`src/rtl/riscv_pkg.sv`:
```
// Shared RISC-V core definitions: widths, reset PC, opcodes, instruction field
// positions and the entry record carried through the fetch buffer.
package riscv_pkg;

    localparam int XLEN = 32;
    localparam logic [31:0] RESET_PC_DEFAULT = 32'h0000_0000;

    localparam logic [6:0] OP_R      = 7'b0110011;
    localparam logic [6:0] OP_I      = 7'b0010011;
    localparam logic [6:0] OP_LOAD   = 7'b0000011;
    localparam logic [6:0] OP_STORE  = 7'b0100011;
    localparam logic [6:0] OP_BRANCH = 7'b1100011;
    localparam logic [6:0] OP_JAL    = 7'b1101111;

    localparam int OP_LSB     = 0;
    localparam int OP_MSB     = 6;
    localparam int FUNCT3_LSB = 12;
    localparam int FUNCT3_MSB = 14;
    localparam int FUNCT7_LSB = 25;
    localparam int FUNCT7_MSB = 31;

    typedef struct packed {
        logic [XLEN-1:0] instr;
        logic [XLEN-1:0] pc;
        logic [XLEN-1:0] pc_plus4;
    } fetch_entry_t;

endpackage

```
`src/rtl/fetch_skid_buffer.sv`:
```
// Two-entry in-order buffer: output register plus one skid slot behind it.
// space reports free entries after this cycle's pop, for the fetch issue rule.
module fetch_skid_buffer
    import riscv_pkg::*;
#(
    parameter logic [31:0] RESET_PC = RESET_PC_DEFAULT
) (
    input  logic         clk,
    input  logic         rst,
    input  logic         flush,
    input  logic         push,
    input  fetch_entry_t push_data,
    input  logic         pop,
    output logic         out_valid,
    output fetch_entry_t out_data,
    output logic         skid_valid,
    output logic [1:0]   space
);

    fetch_entry_t skid_data;

    assign space = 2'd2 - {1'b0, out_valid} - {1'b0, skid_valid} + {1'b0, pop};

    always_ff @(posedge clk) begin
        if (rst) begin
            out_valid  <= 1'b0;
            skid_valid <= 1'b0;
            out_data   <= '{instr: '0, pc: RESET_PC, pc_plus4: RESET_PC + 32'd4};
            skid_data  <= '0;
        end else if (flush) begin
            out_valid  <= 1'b0;
            skid_valid <= 1'b0;
        end else if (pop) begin
            // Older skid entry advances first so program order is kept.
            if (skid_valid) begin
                out_data   <= skid_data;
                skid_valid <= push;
                if (push) skid_data <= push_data;
            end else begin
                out_valid <= push;
                if (push) out_data <= push_data;
            end
        end else if (push) begin
            if (!out_valid) begin
                out_valid <= 1'b1;
                out_data  <= push_data;
            end else begin
                skid_valid <= 1'b1;
                skid_data  <= push_data;
            end
        end
    end

endmodule

```
`src/rtl/fetch_unit.sv`:
```
// Instruction fetch stage: owns the PC, keeps one imem read in flight and hands
// instructions with pre-split fields to decode over valid/ready.
module fetch_unit
    import riscv_pkg::*;
#(
    parameter logic [31:0] RESET_PC = RESET_PC_DEFAULT,
    parameter int          XLEN     = 32
) (
    input  logic            clk,
    input  logic            rst,
    output logic            imem_req,
    output logic [XLEN-1:0] imem_addr,
    input  logic [XLEN-1:0] imem_rdata,
    input  logic            redirect,
    input  logic [XLEN-1:0] redirect_pc,
    output logic            instr_valid,
    input  logic            dec_ready,
    output logic [XLEN-1:0] instr,
    output logic [6:0]      op,
    output logic [2:0]      funct3,
    output logic [6:0]      funct7,
    output logic [XLEN-1:0] pc,
    output logic [XLEN-1:0] pc_plus4
);

    // Handshake: a transfer happens in every cycle where instr_valid && dec_ready;
    // while instr_valid && !dec_ready all outputs hold their values.

    logic [XLEN-1:0] fetch_pc;
    logic [XLEN-1:0] req_pc;
    logic            inflight;
    logic            drop;
    logic            fire;
    logic            push;
    logic            out_valid;
    logic            skid_valid;
    logic [1:0]      space;
    fetch_entry_t    push_data;
    fetch_entry_t    out_data;

    assign fire      = out_valid && dec_ready;
    // A response still landing during a redirect belongs to the old path.
    assign push      = inflight && !drop && !redirect;
    assign push_data = '{instr: imem_rdata, pc: req_pc, pc_plus4: req_pc + 32'd4};
    assign imem_req  = !rst && !redirect && ({1'b0, inflight} < space);
    assign imem_addr = fetch_pc;

    always_ff @(posedge clk) begin
        if (rst) begin
            fetch_pc <= RESET_PC;
            req_pc   <= RESET_PC;
            inflight <= 1'b0;
            drop     <= 1'b0;
        end else begin
            inflight <= imem_req;
            drop     <= redirect && inflight;
            if (imem_req) begin
                req_pc   <= fetch_pc;
                fetch_pc <= fetch_pc + 32'd4;
            end
            if (redirect) fetch_pc <= redirect_pc & ~32'h3;
        end
    end

    fetch_skid_buffer #(.RESET_PC(RESET_PC)) u_skid (
        .clk        (clk),
        .rst        (rst),
        .flush      (redirect),
        .push       (push),
        .push_data  (push_data),
        .pop        (fire),
        .out_valid  (out_valid),
        .out_data   (out_data),
        .skid_valid (skid_valid),
        .space      (space)
    );

    assign instr_valid = out_valid;
    assign instr       = out_data.instr;
    assign op          = out_data.instr[OP_MSB:OP_LSB];
    assign funct3      = out_data.instr[FUNCT3_MSB:FUNCT3_LSB];
    assign funct7      = out_data.instr[FUNCT7_MSB:FUNCT7_LSB];
    assign pc          = out_data.pc;
    assign pc_plus4    = out_data.pc_plus4;

endmodule

```
`config.mk`:
```
export PLATFORM = sky130hd
export DESIGN_NAME = fetch_unit
export DESIGN_NICKNAME = d
export VERILOG_FILES = /design/src/rtl/riscv_pkg.sv /design/src/rtl/fetch_skid_buffer.sv /design/src/rtl/fetch_unit.sv
export SDC_FILE = /design/constraint.sdc
export NUM_CORES = 1
export LEC_CHECK = 0
export CORE_MARGIN = 5
export CORE_UTILIZATION = 25
export CTS_BUF_LIST = sky130_fd_sc_hd__clkbuf_8
export CTS_CLUSTER_SIZE = 20
export DETAILED_ROUTE_END_ITERATION = 8
export PLACE_DENSITY = 0.45
export SLEW_MARGIN = 5
export SYNTH_ARGS = -nofsm -noshare
export SYNTH_HDL_FRONTEND = slang
export SYNTH_HIERARCHICAL = 1
export SYNTH_SLANG_ARGS = --single-unit
```
`constraint.sdc`:
```
create_clock -name clk -period 3 [get_ports clk]
set_input_delay 0.6 -clock clk [delete_from_list [all_inputs] [get_ports clk]]
set_output_delay 0.6 -clock clk [all_outputs]
set_load 0.005 [all_outputs]
```
Yosys cells after proc, flatten, opt, wreduce, memory -nomap -nowiden
Index checks and enable logic that the tools add are counted.
Widths: inputs -> output; s select.
{ "totals": {"ff_bits": 260, "in_bits": 68, "out_inout_bits": 147, "word_cells": 59} }
{ "op_classes": {"addsub": 5, "n_lt_le_gt_ge": 1, "n_eq_ne": 3, "muxes": 18, "bitwise": 1, "n_reduce_logical": 18} }
{ "ops": {"columns": ["cell", "n"], "rows": [
  ["$mux 96", 9],
  ["$add 32x3->32 const B", 2],
  ["$mux 32", 2],
  ["$reduce_and 4->1", 2],
  ["$reduce_bool 2->1", 4],
  ["$mux 1", 7],
  ["$logic_and 1x1->1", 6],
  ["$ne 2x2->1 const B", 2],
  ["$reduce_and 2->1", 2],
  ["$logic_not 1->1", 3],
  ["$add 2x1->2", 1],
  ["$lt 1x2->1", 1],
  ["$ne 2x1->1 const B", 1],
  ["$reduce_or 2->1", 1],
  ["$sub 2x1->2", 1],
  ["$sub 2x1->2 const A", 1],
  ["$not 1->1", 1]
]} }

Longest topological paths before layout
Gate-level depths: netlist of run 1.
{ "depth": {"word_depth": 7, "mapped_depth": 10, "mapped_depth_nobuf": 7} }

Modules after synthesis
The synthesis of run 1 kept the hierarchy.
{ "modules_own_cells": {"columns": ["module", "n_inst", "cells_per_inst", "area_per_inst_um2", "seq_area_each_um2"], "rows": [
  ["fetch_skid_buffer", 1, 1023, 8713.4, 3883.7],
  ["fetch_unit", 1, 464, 3611.0, 1241.2]
]} }

Worst setup path before layout of run 1
OpenSTA, ideal clock, no wires.
{ "synth_path": {"path_type": "reg2reg", "startpoint": "reg u_skid.skid_valid", "endpoint": "reg fetch_pc[18], in the netlist imem_addr[18]", "setup_ps": 70, "arrival_ps": 2576, "t_required_ps": 2930, "slack_ps": 353, "path_stages_with_launch": 11, "n_path_buf": 3, "synth_period_minus_slack_ps": 2647, "path_cell_list": "dfxtp_1 -> buf_2 -> buf_1 -> inv_1 -> fa_1 -> nor2b_1 -> o21ai_1 -> buf_2 -> nor3_1 -> mux2_2 -> a21oi_1"} }
{ "synth_between": {"elab_chain_cells": 5} }
{ "synth_rtl": {"columns": ["element", "line", "source"], "rows": [
  ["start: declaration", "fetch_skid_buffer.sv:16", "output logic skid_valid,"],
  ["start signal: assignment", "fetch_skid_buffer.sv:37", "skid_valid <= push;"],
  ["$sub 2x1->2", "fetch_skid_buffer.sv:22", "assign space = 2'd2 - {1'b0, out_valid} - {1'b0, skid_valid} + {1'b0, pop};"],
  ["$add 2x1->2", "fetch_skid_buffer.sv:22", null],
  ["via space[0]", "fetch_unit.sv:37", "logic [1:0] space;"],
  ["$lt 1x2->1", "fetch_unit.sv:45", "assign imem_req = !rst && !redirect && ({1'b0, inflight} < space);"],
  ["$logic_and 1x1->1", "fetch_unit.sv:45", null],
  ["$reduce_bool 2->1 (no source line)", null, null],
  ["end signal: assignment", "fetch_unit.sv:59", "fetch_pc <= fetch_pc + 32'd4;"],
  ["end signal: assignment", "fetch_unit.sv:61", "if (redirect) fetch_pc <= redirect_pc & ~32'h3;"],
  ["end: declaration", "fetch_unit.sv:29", "logic [XLEN-1:0] fetch_pc;"]
]} }
The timed path passes the listed nets, and every way through them passes these cells.
A chain may end at the register's enable or synchronous reset.

Final worst setup path of run 1
{ "layout_path": {"startpoint": "in dec_ready", "endpoint": "out imem_req"} }
{ "layout_between": {"elab_chain_cells": 4} }
{ "layout_rtl": {"columns": ["element", "line", "source"], "rows": [
  ["start: declaration", "fetch_unit.sv:17", "input logic dec_ready,"],
  ["$logic_and 1x1->1", "fetch_unit.sv:41", "assign fire = out_valid && dec_ready;"],
  ["via fire", "fetch_unit.sv:33", "logic fire;"],
  ["$add 2x1->2", "fetch_skid_buffer.sv:22", null],
  ["via space[0]", "fetch_unit.sv:37", null],
  ["$lt 1x2->1", "fetch_unit.sv:45", null],
  ["$logic_and 1x1->1", "fetch_unit.sv:45", null],
  ["end: declaration", "fetch_unit.sv:11", "output logic imem_req,"]
]} }
The timed path passes the listed nets, and every way through them passes these cells.

==> results of run 1 <==
[layout make-up]
class / count / area [µm²]
clock inverters: 25 / 108
fillers: 5206 / 32700
inverters: 11 / 41.3
flip-flops and latches: 256 / 5130
repair buffers: 275 / 2770
clock buffers: 62 / 853
well taps: 664 / 831
multi-input cells: 1045 / 6430
[cells by family (layout without fill, tap and decap cells)]
| kind of cell | count (synthesis) | count (layout) |
|---|---|---|
| DFF | 256 | 256 |
| buffers and inverters | 195 | 373 |
| and+or+nand+nor | 506 | 506 |
| xor gates and xnor gates | 51 | 51 |
| other | 1 | 10 |
| muxes | 6 | 6 |
| AOI/OAI and AO/OA | 469 | 469 |
| adders and majority gates | 3 | 3 |
[state kept, by name, indices dropped and copies added, names as in the netlist]
signal	flops
u_skid/out_data	96
u_skid/skid_data	96
imem_addr	30
req_pc	30
drop	1
inflight	1
u_skid/out_valid	1
u_skid/skid_valid	1
[timing repair]
item                                    in CTS  in global routing
endpoints found under the setup margin       1                  1
gates resized for setup                      4                  2
buffers inserted                             0                  0
pin swaps                                    2                  2
[worst max-delay path: cells and delay by family]
family	cells	cell delay [ns]
buffers and inverters	3	0.78
adders and majority gates	1	0.44
AOI/OAI and AO/OA	1	0.16
and+or+nand+nor	2	0.32
[where the power goes]
part | switching (µW) | total, µW | internal (µW)
Clock | 1580 | 3420 | 1840
Combinational | 423 | 803 | 381
Sequential | 111 | 3600 | 3490
Total | 2110 | 7830 | 5720
[per-stage QoR]
stage	TNS (ns)	util	hold slack, ns	worst slack (ns)
6_report	0	0.331	0.475	0.105
5_1_grt	0	0.331	0.494	0.0382
4_1_cts	0	0.331	0.475	0.00105
3_5_place_dp	-20.57	0.311	0.467	-0.245
3_3_place_gp	-19.48	0.311	0.459	-0.280
2_1_floorplan	0	-	0.445	0.353
[worst min path at each step]
stage | end | depth (start not counted) | start
finish | u_skid/skid_data[29]$_SDFFE_PP0P_ | 2 | u_skid/skid_data[29]$_SDFFE_PP0P_
global route | u_skid/skid_data[15]$_SDFFE_PP0P_ | 2 | u_skid/skid_data[15]$_SDFFE_PP0P_
CTS | u_skid/skid_data[21]$_SDFFE_PP0P_ | 2 | u_skid/skid_data[21]$_SDFFE_PP0P_
detailed placement | u_skid/skid_data[16]$_SDFFE_PP0P_ | 2 | u_skid/skid_data[16]$_SDFFE_PP0P_
global placement | u_skid/skid_data[2]$_SDFFE_PP0P_ | 2 | u_skid/skid_data[2]$_SDFFE_PP0P_
floorplan | drop$_SDFF_PP0_ | 1 | inflight$_SDFF_PP0_
[cells in the final DEF, fill, tap and decap left out, drive strengths merged, types with 12 or more instances in the layout]
cell,count
buf,65
a211oi,109
inv,32
a21oi,134
xnor2,39
a311oi,97
nor4,12
nand4,12
nand2,193
o21ai,104
nor3,12
nand3,205
xor2,12
clkdlybuf4s50,208
nor2,30
dfxtp,256
clkbuf,63
[layer usage]
metal,vias up,global-route usage,routed length [µm]
li1,5745,-,-
met1,5787,0.235,21800
met2,390,0.244,19800
met3,73,0.0474,3570
met4,2,0.0486,995
met5,-,0,13
==> impl_results.md, run 1 <==
- Outcome: complete, no violations
- Synth top area share: 0.416
- Adder-cell share of the synthesized area: 0.00365
- First-pass iteration count of the detailed router: 5
- DRT antenna net count: 0
- Clk_skew: 0.0238 ns
- Slew headroom: 0.357
- Worst endpoint data arrival time: 2.30 ns
- RSZ-0062 raised after global routing: false
- Nets: 1710
- Final Slew Violations: 0
- Top post-synthesis cells by count: 256 x dfxtp_1, 205 x nand3_1, 192 x nand2_1
- Clk root buf: clkbuf_8
- Final Wtd Congestion: 0.786
- Top fanout value on the critical path: 2
- Drt total wl: 46100 µm
- PortBufs: 210
- TritonCTS Buffers: 50
- Last element of the critical path: imem_req
- Slowest stage delay, CP: 0.46 ns
- Post-synth EDFFs: 0
- Bufs on Longest Clock Path: 3
- Post-route cell area: 16200 µm²
- Die Ht: 232 µm
- Flop and latch count out of synthesis: 256
- R2r startpoint: u_skid/out_valid$_SDFFE_PP0P_
- First-pass GRT wire length: 71900 µm
- Design Power: 7830 µW
- Grt ovf: 0
- Post-synthesis sequential area ratio: 0.416
- Worst EP required: 2.40 ns
- Leak Pwr: 0.00503 µW
- Clock slew at reported path FFs: 0.05 ns
- CTS Sinks: 256
- Finished Layout Cells: 2338
- Top FF cell, synth: dfxtp_1
- # Max-Cap Violations: 0
- HP Class: reg -> reg
- Pwr/cell area: 484 nW/µm²
- Synth area leaders: dfxtp_1 42%, nand3_1 8.3%, a211oi_1 6.6%
- Pin count of the biggest net entering global routing: 186
- Antenna cells: 0
- Crit. Startpoint: dec_ready
- DRC: 0
- Final worst path period share: 0.965
- Worst-Margin Slew: 0.965 ns
- Mean post-synth cell area: 8.29 µm²
- Post-synthesis simple-gate area fraction: 0.200
- Core area: 48800 µm²
- Layout cells sized above 1: 0.122
- Final setup viols: 0
- Gr usage total: 0.165
- Row count: 81
- Min Tclk post-route: 2.90 ns
- Die ar.: 53800 µm²
- Startpoint types: input pin
- Ys async rst share: 0
- Yosys cell types: 59
- Post-CTS Hold Buffers: 0
- Hold Violations, Final: 0
- Dpl cell area: 15200 µm²
- CTS tree: yes
- Worst VDD drop: 0.234 mV
- Total number of vias: 12.0k
- Critical path capture point type: primary output
- Hpwl dp: 28300 µm
- Yosys top cell by area: dfxtp_1
- Starting Density: 0.252
- Main combinational cell family by area after synthesis: compound AO/OA/AOI/OAI gates
- FF-to-FF setup slack: 0.44 ns
- Mux contribution to synthesized area: 0.00548
- Inst Count DP: 2251
- Vias in the first global route: 11.8k
- Synth Area in Compound Gates: 0.267
- DRT iter0 DRCs: 979
- Critical path cell sequence: clkdlybuf4s50_1 > and2_4 > fa_1 > nor2b_4 > o21ai_4 > inv_1 > dlygate4sd2_1
- # IOs: 215
- Type of the worst setup path: in -> out
- Synth-to-Final Area Change: 31.2%
- Xor/xnor share of the synthesized area: 0.0362
- Latest clock arrival within the worst-skew pair: 0.63 ns
- Count leader, synth: dfxtp_1
- Horiz. Die Dim: 232 µm
- Max H-tree Level: 2
- Worst Reg2Reg Path Length in Cells: 6
- Routed WL per cell: 19.7 µm
- Crit-path slowest cell: clkdlybuf4s50_1
- FMAX: 345 MHz
- Via-to-Cell Ratio: 5.13
- Synthesized instance count: 1487
- Ys Warns: 6
- Synthesized cell area: 12300 µm²
- Critical R2R Capture: u_skid/out_data[69]$_SDFFE_PP0P_
- Initial antenna violation count: 1
(Power assumes the default switching activity.)
==> run 2, diff against run 1 <==
--- a/config.mk
+++ b/config.mk
@@ -5,12 +5,14 @@
 export SDC_FILE = /design/constraint.sdc
 export NUM_CORES = 1
 export LEC_CHECK = 0
+export CELL_PAD_IN_SITES_DETAIL_PLACEMENT = 2
+export CELL_PAD_IN_SITES_GLOBAL_PLACEMENT = 2
 export CORE_MARGIN = 5
 export CORE_UTILIZATION = 25
 export CTS_BUF_LIST = sky130_fd_sc_hd__clkbuf_8
 export CTS_CLUSTER_SIZE = 20
 export DETAILED_ROUTE_END_ITERATION = 8
-export PLACE_DENSITY = 0.45
+export PLACE_DENSITY = 0.67
 export SLEW_MARGIN = 5
 export SYNTH_ARGS = -nofsm -noshare
 export SYNTH_HDL_FRONTEND = slang
==> impl_results.md, run 2 (synthesis results as in run 1) <==
- Critical path capture point type: primary output
- PortBufs: 210
- Clock slew at reported path FFs: 0.06 ns
- Vias in the first global route: 13.6k
- HP Class: in -> reg
- CTS tree: yes
- First-pass iteration count of the detailed router: 5
- Drt total wl: 52000 µm
- Clk root buf: clkbuf_8
- Die ar.: 53800 µm²
- PnR worst setup slack: 0.0728 ns
- Starting Density: 0.252
- DRT iter0 DRCs: 591
- Die Ht: 232 µm
- Most common cell after layout, fill and taps aside: dfxtp_1
- CTS Sinks: 256
- R2r startpoint: u_skid/out_valid$_SDFFE_PP0P_
- Routed WL per cell: 22.1 µm
- Design Power: 8220 µW
- Bufs on Longest Clock Path: 3
- Antenna cells: 0
- DP Worst Slack: -0.220 ns
- Slew headroom: 0.320
- Inst Count DP: 2258
- FMAX: 342 MHz
- Pwr/cell area: 500 nW/µm²
- Grt ovf: 0
- Row count: 81
- First-pass GRT wire length: 81200 µm
- Gr usage total: 0.188
- RSZ-0062 raised after global routing: false
- # IOs: 215
- P_int: 6020 µW
- Via-to-Cell Ratio: 5.27
- Post-CTS Hold Buffers: 0
- Hpwl dp: 33000 µm
- Worst EP required: 2.40 ns
- Worst Reg2Reg Path Length in Cells: 9
- Core area: 48800 µm²
- Final worst path period share: 0.976
- WHS Path Cells: 2
- Hold endpoint: u_skid/out_data[58]$_SDFFE_PP0P_
- Layout cells sized above 1: 0.131
- Outcome: complete, no violations
- Worst-Margin Slew: 1.02 ns
- Synth-to-Final Area Change: 33.4%
- Comb pwr share: 0.101
- Pin count of the biggest net entering global routing: 163
- Startpoint types: input pin
- Leak Pwr: 0.00517 µW
- Final Slew Violations: 0
- # Max-Cap Violations: 0
- Setup TNS: 0 ns
- Type of the worst setup path: in -> out
- Total number of vias: 12.4k
- Reg power frac: 0.438
- Min Tclk post-route: 2.93 ns
- Critical R2R Capture: imem_addr[24]$_SDFFE_PP0P_
- Min-Delay Startpoint: rst
- Hold Violations, Final: 0
- Final setup viols: 0
- Finished Layout Cells: 2354
- Worst VDD drop: 0.229 mV
- Net Sw Power: 2200 µW
- Initial antenna violation count: 0
- DRC: 0
- Max H-tree Level: 2
- Worst endpoint data arrival time: 2.33 ns
- TritonCTS Buffers: 51
- Nets: 1721
- Clock power frac: 0.461
- Horiz. Die Dim: 232 µm
- Final Wtd Congestion: 0.767
- Commonest cells after routing, fill and taps aside: 254 x dfxtp_1, 208 x clkdlybuf4s50_1, 205 x nand3_1, 192 x nand2_1, 134 x a21oi_1
- Top fanout value on the critical path: 2
- Top flop regs: u_skid/out_data x96, u_skid/skid_data x96
- FF-to-FF setup slack: 0.35 ns
- Clk_skew: 0.0185 ns
- DRT antenna net count: 0
- Latest clock arrival within the worst-skew pair: 0.61 ns
- Switching share of power: 0.267
-- run 2: cell types whose count changed in the layout (fill, tap and decap cells not counted), sizes merged --
cell      change
bufinv        +1
buf          +11
clkinv        +2
clkinvlp      -2
inv           -3
clkbuf        +7
-- run 2: cell type report --
type	count	area, µm²
fillers	5502	32400
multi-input cells	1045	6430
flip-flops and latches	256	5130
repair buffers	285	2920
clock buffers	70	963
well taps	664	831
clock inverters	23	116
inverters	11	41.3
-- run 2: how the worst max path moves through the flow --
stage,slack [ns],start,to
2_1_floorplan,0.35,u_skid/skid_valid$_SDFFE_PP0P_,imem_addr[18]$_SDFFE_PP0P_
3_3_place_gp,-0.22,dec_ready,imem_req
3_5_place_dp,-0.22,dec_ready,imem_req
4_1_cts,0.03,u_skid/out_valid$_SDFFE_PP0P_,imem_req
5_1_grt,0.01,u_skid/out_valid$_SDFFE_PP0P_,imem_req
6_report,0.07,dec_ready,imem_req
-- run 2: what timing repair did --
action                                  4_1_cts  5_1_grt
resized for setup                             6        1
buffers inserted                              3        0
endpoints found under the setup margin        1        1
-- run 2: stage by stage --
stage / cell area, µm² / hold slack (ns) / utilization
floorplan: 12400 / 0.445 / -
global placement: 15300 / 0.458 / 0.314
detailed placement: 15300 / 0.472 / 0.314
CTS: 16400 / 0.181 / 0.336
global route: 16400 / 0.209 / 0.337
finish: 16400 / 0.243 / 0.337
-- run 2: layer usage --
| metal | part of all wire | vias up | track usage |
|---|---|---|---|
| met5 | 0 | - | 0 |
| met4 | 0.016 | 0 | 0.0443 |
| met2 | 0.47 | 262 | 0.316 |
| li1 | - | 5787 | - |
| met3 | 0.047 | 64 | 0.0363 |
| met1 | 0.47 | 6298 | 0.249 |
-- run 2: power groups by stage --
stage / logic, µW / registers [µW] / clock network, µW
5_1_grt: 898 / 3620 / 4090
4_1_cts: 842 / 3600 / 3940
3_3_place_gp: 819 / 3680 / 0
2_1_floorplan: 377 / 3650 / 0
6_report: 831 / 3600 / 3790
3_5_place_dp: 835 / 3680 / 0
-- run 2: critical path: stages --
cell and delay (ns):
clkdlybuf4s50_1 0.46, and2_4 0.18, fa_1 0.44, nor2b_4 0.16
o21ai_4 0.15, inv_1 0.07, dlygate4sd2_1 0.26
==> run 3, diff against run 2 <==
--- a/config.mk
+++ b/config.mk
@@ -12,9 +12,8 @@
 export CTS_BUF_LIST = sky130_fd_sc_hd__clkbuf_8
 export CTS_CLUSTER_SIZE = 20
 export DETAILED_ROUTE_END_ITERATION = 8
-export PLACE_DENSITY = 0.67
+export PLACE_DENSITY = 0.7
 export SLEW_MARGIN = 5
 export SYNTH_ARGS = -nofsm -noshare
 export SYNTH_HDL_FRONTEND = slang
-export SYNTH_HIERARCHICAL = 1
 export SYNTH_SLANG_ARGS = --single-unit
==> impl_results.md, run 3 <==
- Starting Density: 0.252
- Hold Slack: 0.327 ns
- Comb pwr share: 0.087
- Core area: 41900 µm²
- Ys Warns: 0
- Pin count of the biggest net entering global routing: 138
- R2r startpoint: u_skid.out_valid$_SDFFE_PN0P_
- DRT antenna net count: 0
- TritonCTS Buffers: 49
- Latest clock arrival within the worst-skew pair: 0.62 ns
- Post-route cell area: 14400 µm²
- Routed WL per cell: 19.3 µm
- Die ar.: 46500 µm²
- Hpwl dp: 27100 µm
- Post-synth EDFFs: 0
- Pwr/cell area: 554 nW/µm²
- Hold endpoint: u_skid.skid_data[78]$_SDFFE_PP0P_
- Leak Pwr: 0.00496 µW
- Total number of vias: 10.3k
- Flop and latch count out of synthesis: 248
- Row count: 75
- Critical R2R Capture: imem_addr[28]$_SDFFE_PP0P_
- Final worst path period share: 0.968
- P_int: 5910 µW
- Nets: 1594
- First-pass iteration count of the detailed router: 5
- DRC: 0
- Type of the worst setup path: in -> out
- Synthesized cell area: 10600 µm²
- Inst Count DP: 2011
- Worst endpoint data arrival time: 2.30 ns
- Switching share of power: 0.257
- Net Sw Power: 2050 µW
- # fillers: 4728
- Finished Layout Cells: 2101
- Min Tclk post-route: 2.90 ns
- WHS Path Cells: 2
- Commonest cells after routing, fill and taps aside: 340 x nand2_1, 246 x dfxtp_1, 204 x clkdlybuf4s50_1, 132 x nor2_1, 108 x a21oi_1
- Die Ht: 216 µm
- Synth top area share: 0.469
- Worst-Margin Slew: 0.704 ns
- PortBufs: 206
- Synth-to-Final Area Change: 35.8%
- Worst EP required: 2.40 ns
- Gr usage total: 0.169
- Post-CTS Setup Inserts: 0
- CTS tree: yes
- Final Slew Violations: 0
- Clk root buf: clkbuf_8
- First-pass GRT wire length: 63800 µm
- Antenna cells: 0
- Drt total wl: 40600 µm
- Slew headroom: 0.530
- Top flop regs: u_skid.out_data x92, u_skid.skid_data x92
- Yosys top cell by area: dfxtp_1
- Synthesized instance count: 1348
- Hold Violations, Final: 0
- Outcome: complete, no violations
- Worst VDD drop: 0.243 mV
- DRT iter0 DRCs: 472
- Final Util: 0.343
- # Max-Cap Violations: 0
- Reg power frac: 0.442
- Ys async rst share: 0
- FMAX: 344 MHz
- Count leader, synth: nand2_1
- CTS Sinks: 248
- Vias in the first global route: 11.2k
- Horiz. Die Dim: 216 µm
- Top fanout value on the critical path: 2
- Critical path capture point type: primary output
- Top FF cell, synth: dfxtp_1
- Worst Reg2Reg Path Length in Cells: 9
- Mean post-synth cell area: 7.85 µm²
- Layout cells sized above 1: 0.0903
- Clock power frac: 0.471
- FF-to-FF setup slack: 0.58 ns
- Clock slew at reported path FFs: 0.06 ns
- Final setup viols: 0
- Final Wtd Congestion: 0.782
- Yosys cell types: 55
- Post-synthesis sequential area ratio: 0.469
- Top post-synthesis cells by count: 340 x nand2_1, 248 x dfxtp_1, 132 x nor2_1
- HP Class: in -> reg
- RSZ-0062 raised after global routing: false
- Min-Delay Startpoint: rst
- Bufs on Longest Clock Path: 3
- # IOs: 215
- Startpoint types: input pin
- Most common cell after layout, fill and taps aside: nand2_1
- Max H-tree Level: 2
- Initial antenna violation count: 0
- Clk_skew: 0.0338 ns
- Via-to-Cell Ratio: 4.90
- Dpl cell area: 13300 µm²
- Synth area leaders: dfxtp_1 47%, nand2_1 12%, a311oi_1 5.5%
- Grt ovf: 0
- Design Power: 7960 µW
==> run 3: changes by cell type in the layout (fill, tap and decap cells not counted), moves of 25 or more <==
cell      change
nand3_1     -155
nand2_1     +148
nor2_1      +103
a211oi_1     -71
o21ai_0      -69
a311oi_2     -40
a21oi_1      -26
and3_1       +25
==> run 3: cells by family (layout without fill, tap and decap cells) <==
kind of cell,count (synthesis),in the layout,synth area share
AOI/OAI and AO/OA,277,277,0.174
adders and majority gates,3,3,0.00426
buffers and inverters,152,361,0.0626
xor gates and xnor gates,48,48,0.0397
DFF,248,248,0.469
muxes,3,3,0.00284
and+or+nand+nor,616,616,0.247
other,1,6,0.000354
==> run 3: power by group through the flow <==
stage | clock network, µW | logic, µW | registers (µW)
2_1_floorplan | 0 | 310 | 3550
3_3_place_gp | 0 | 692 | 3590
3_5_place_dp | 0 | 705 | 3590
4_1_cts | 3900 | 710 | 3520
5_1_grt | 4010 | 761 | 3540
6_report | 3750 | 697 | 3520
==> run 3: repair_timing <==
item                                    CTS  global route
hold buffers                              0             0
endpoints found under the setup margin    1             0
gates resized for setup                   4             0
==> run 3: metal layers <==
metal / track usage / wire [µm] / vias up / share of wire
met5: 0 / 0 / - / 0
met4: 0.0484 / 844 / 0 / 0.021
met3: 0.0331 / 1710 / 58 / 0.042
met2: 0.276 / 18700 / 198 / 0.46
met1: 0.228 / 19300 / 5062 / 0.48
li1: - / - / 4976 / -
==> run 3: worst max-delay path by stage <==
stage | start | to | slack [ns] | cells past startpoint
after global routing | dec_ready | imem_req | 0.02 | 7
after detailed placement | dec_ready | imem_req | -0.17 | 7
final | dec_ready | imem_req | 0.1 | 7
after CTS | dec_ready | imem_req | 0.09 | 7
after floorplan | dec_ready | imem_addr[31]$_SDFFE_PP0P_ | 0.19 | 7
after global placement | dec_ready | imem_req | -0.14 | 7
==> run 3: per-stage QoR <==
| step | worst slack (ns) | setup TNS, ns |
|---|---|---|
| 6_report | 0.0954 | 0 |
| 4_1_cts | 0.0854 | 0 |
| 3_3_place_gp | -0.144 | -0.206 |
| 3_5_place_dp | -0.174 | -0.538 |
| 2_1_floorplan | 0.189 | 0 |
| 5_1_grt | 0.0164 | 0 |
==> run 3: area by class of cell <==
cell class,instances,area (µm²),share of cell area
inverters,19,71.3,0.00496
multi-input cells,953,5010,0.348
repair buffers,252,2570,0.179
well taps,539,674,0.0469
flip-flops and latches,248,4970,0.346
clock buffers,67,922,0.0642
clock inverters,23,160,0.0111
==> run 3: critical path, cell delays in order <==
cell,delay [ns]
clkdlybuf4s50_1,0.48
nand2_1,0.08
fa_1,0.48
o21ai_2,0.19
nand2_1,0.10
inv_1,0.11
dlygate4sd2_1,0.26
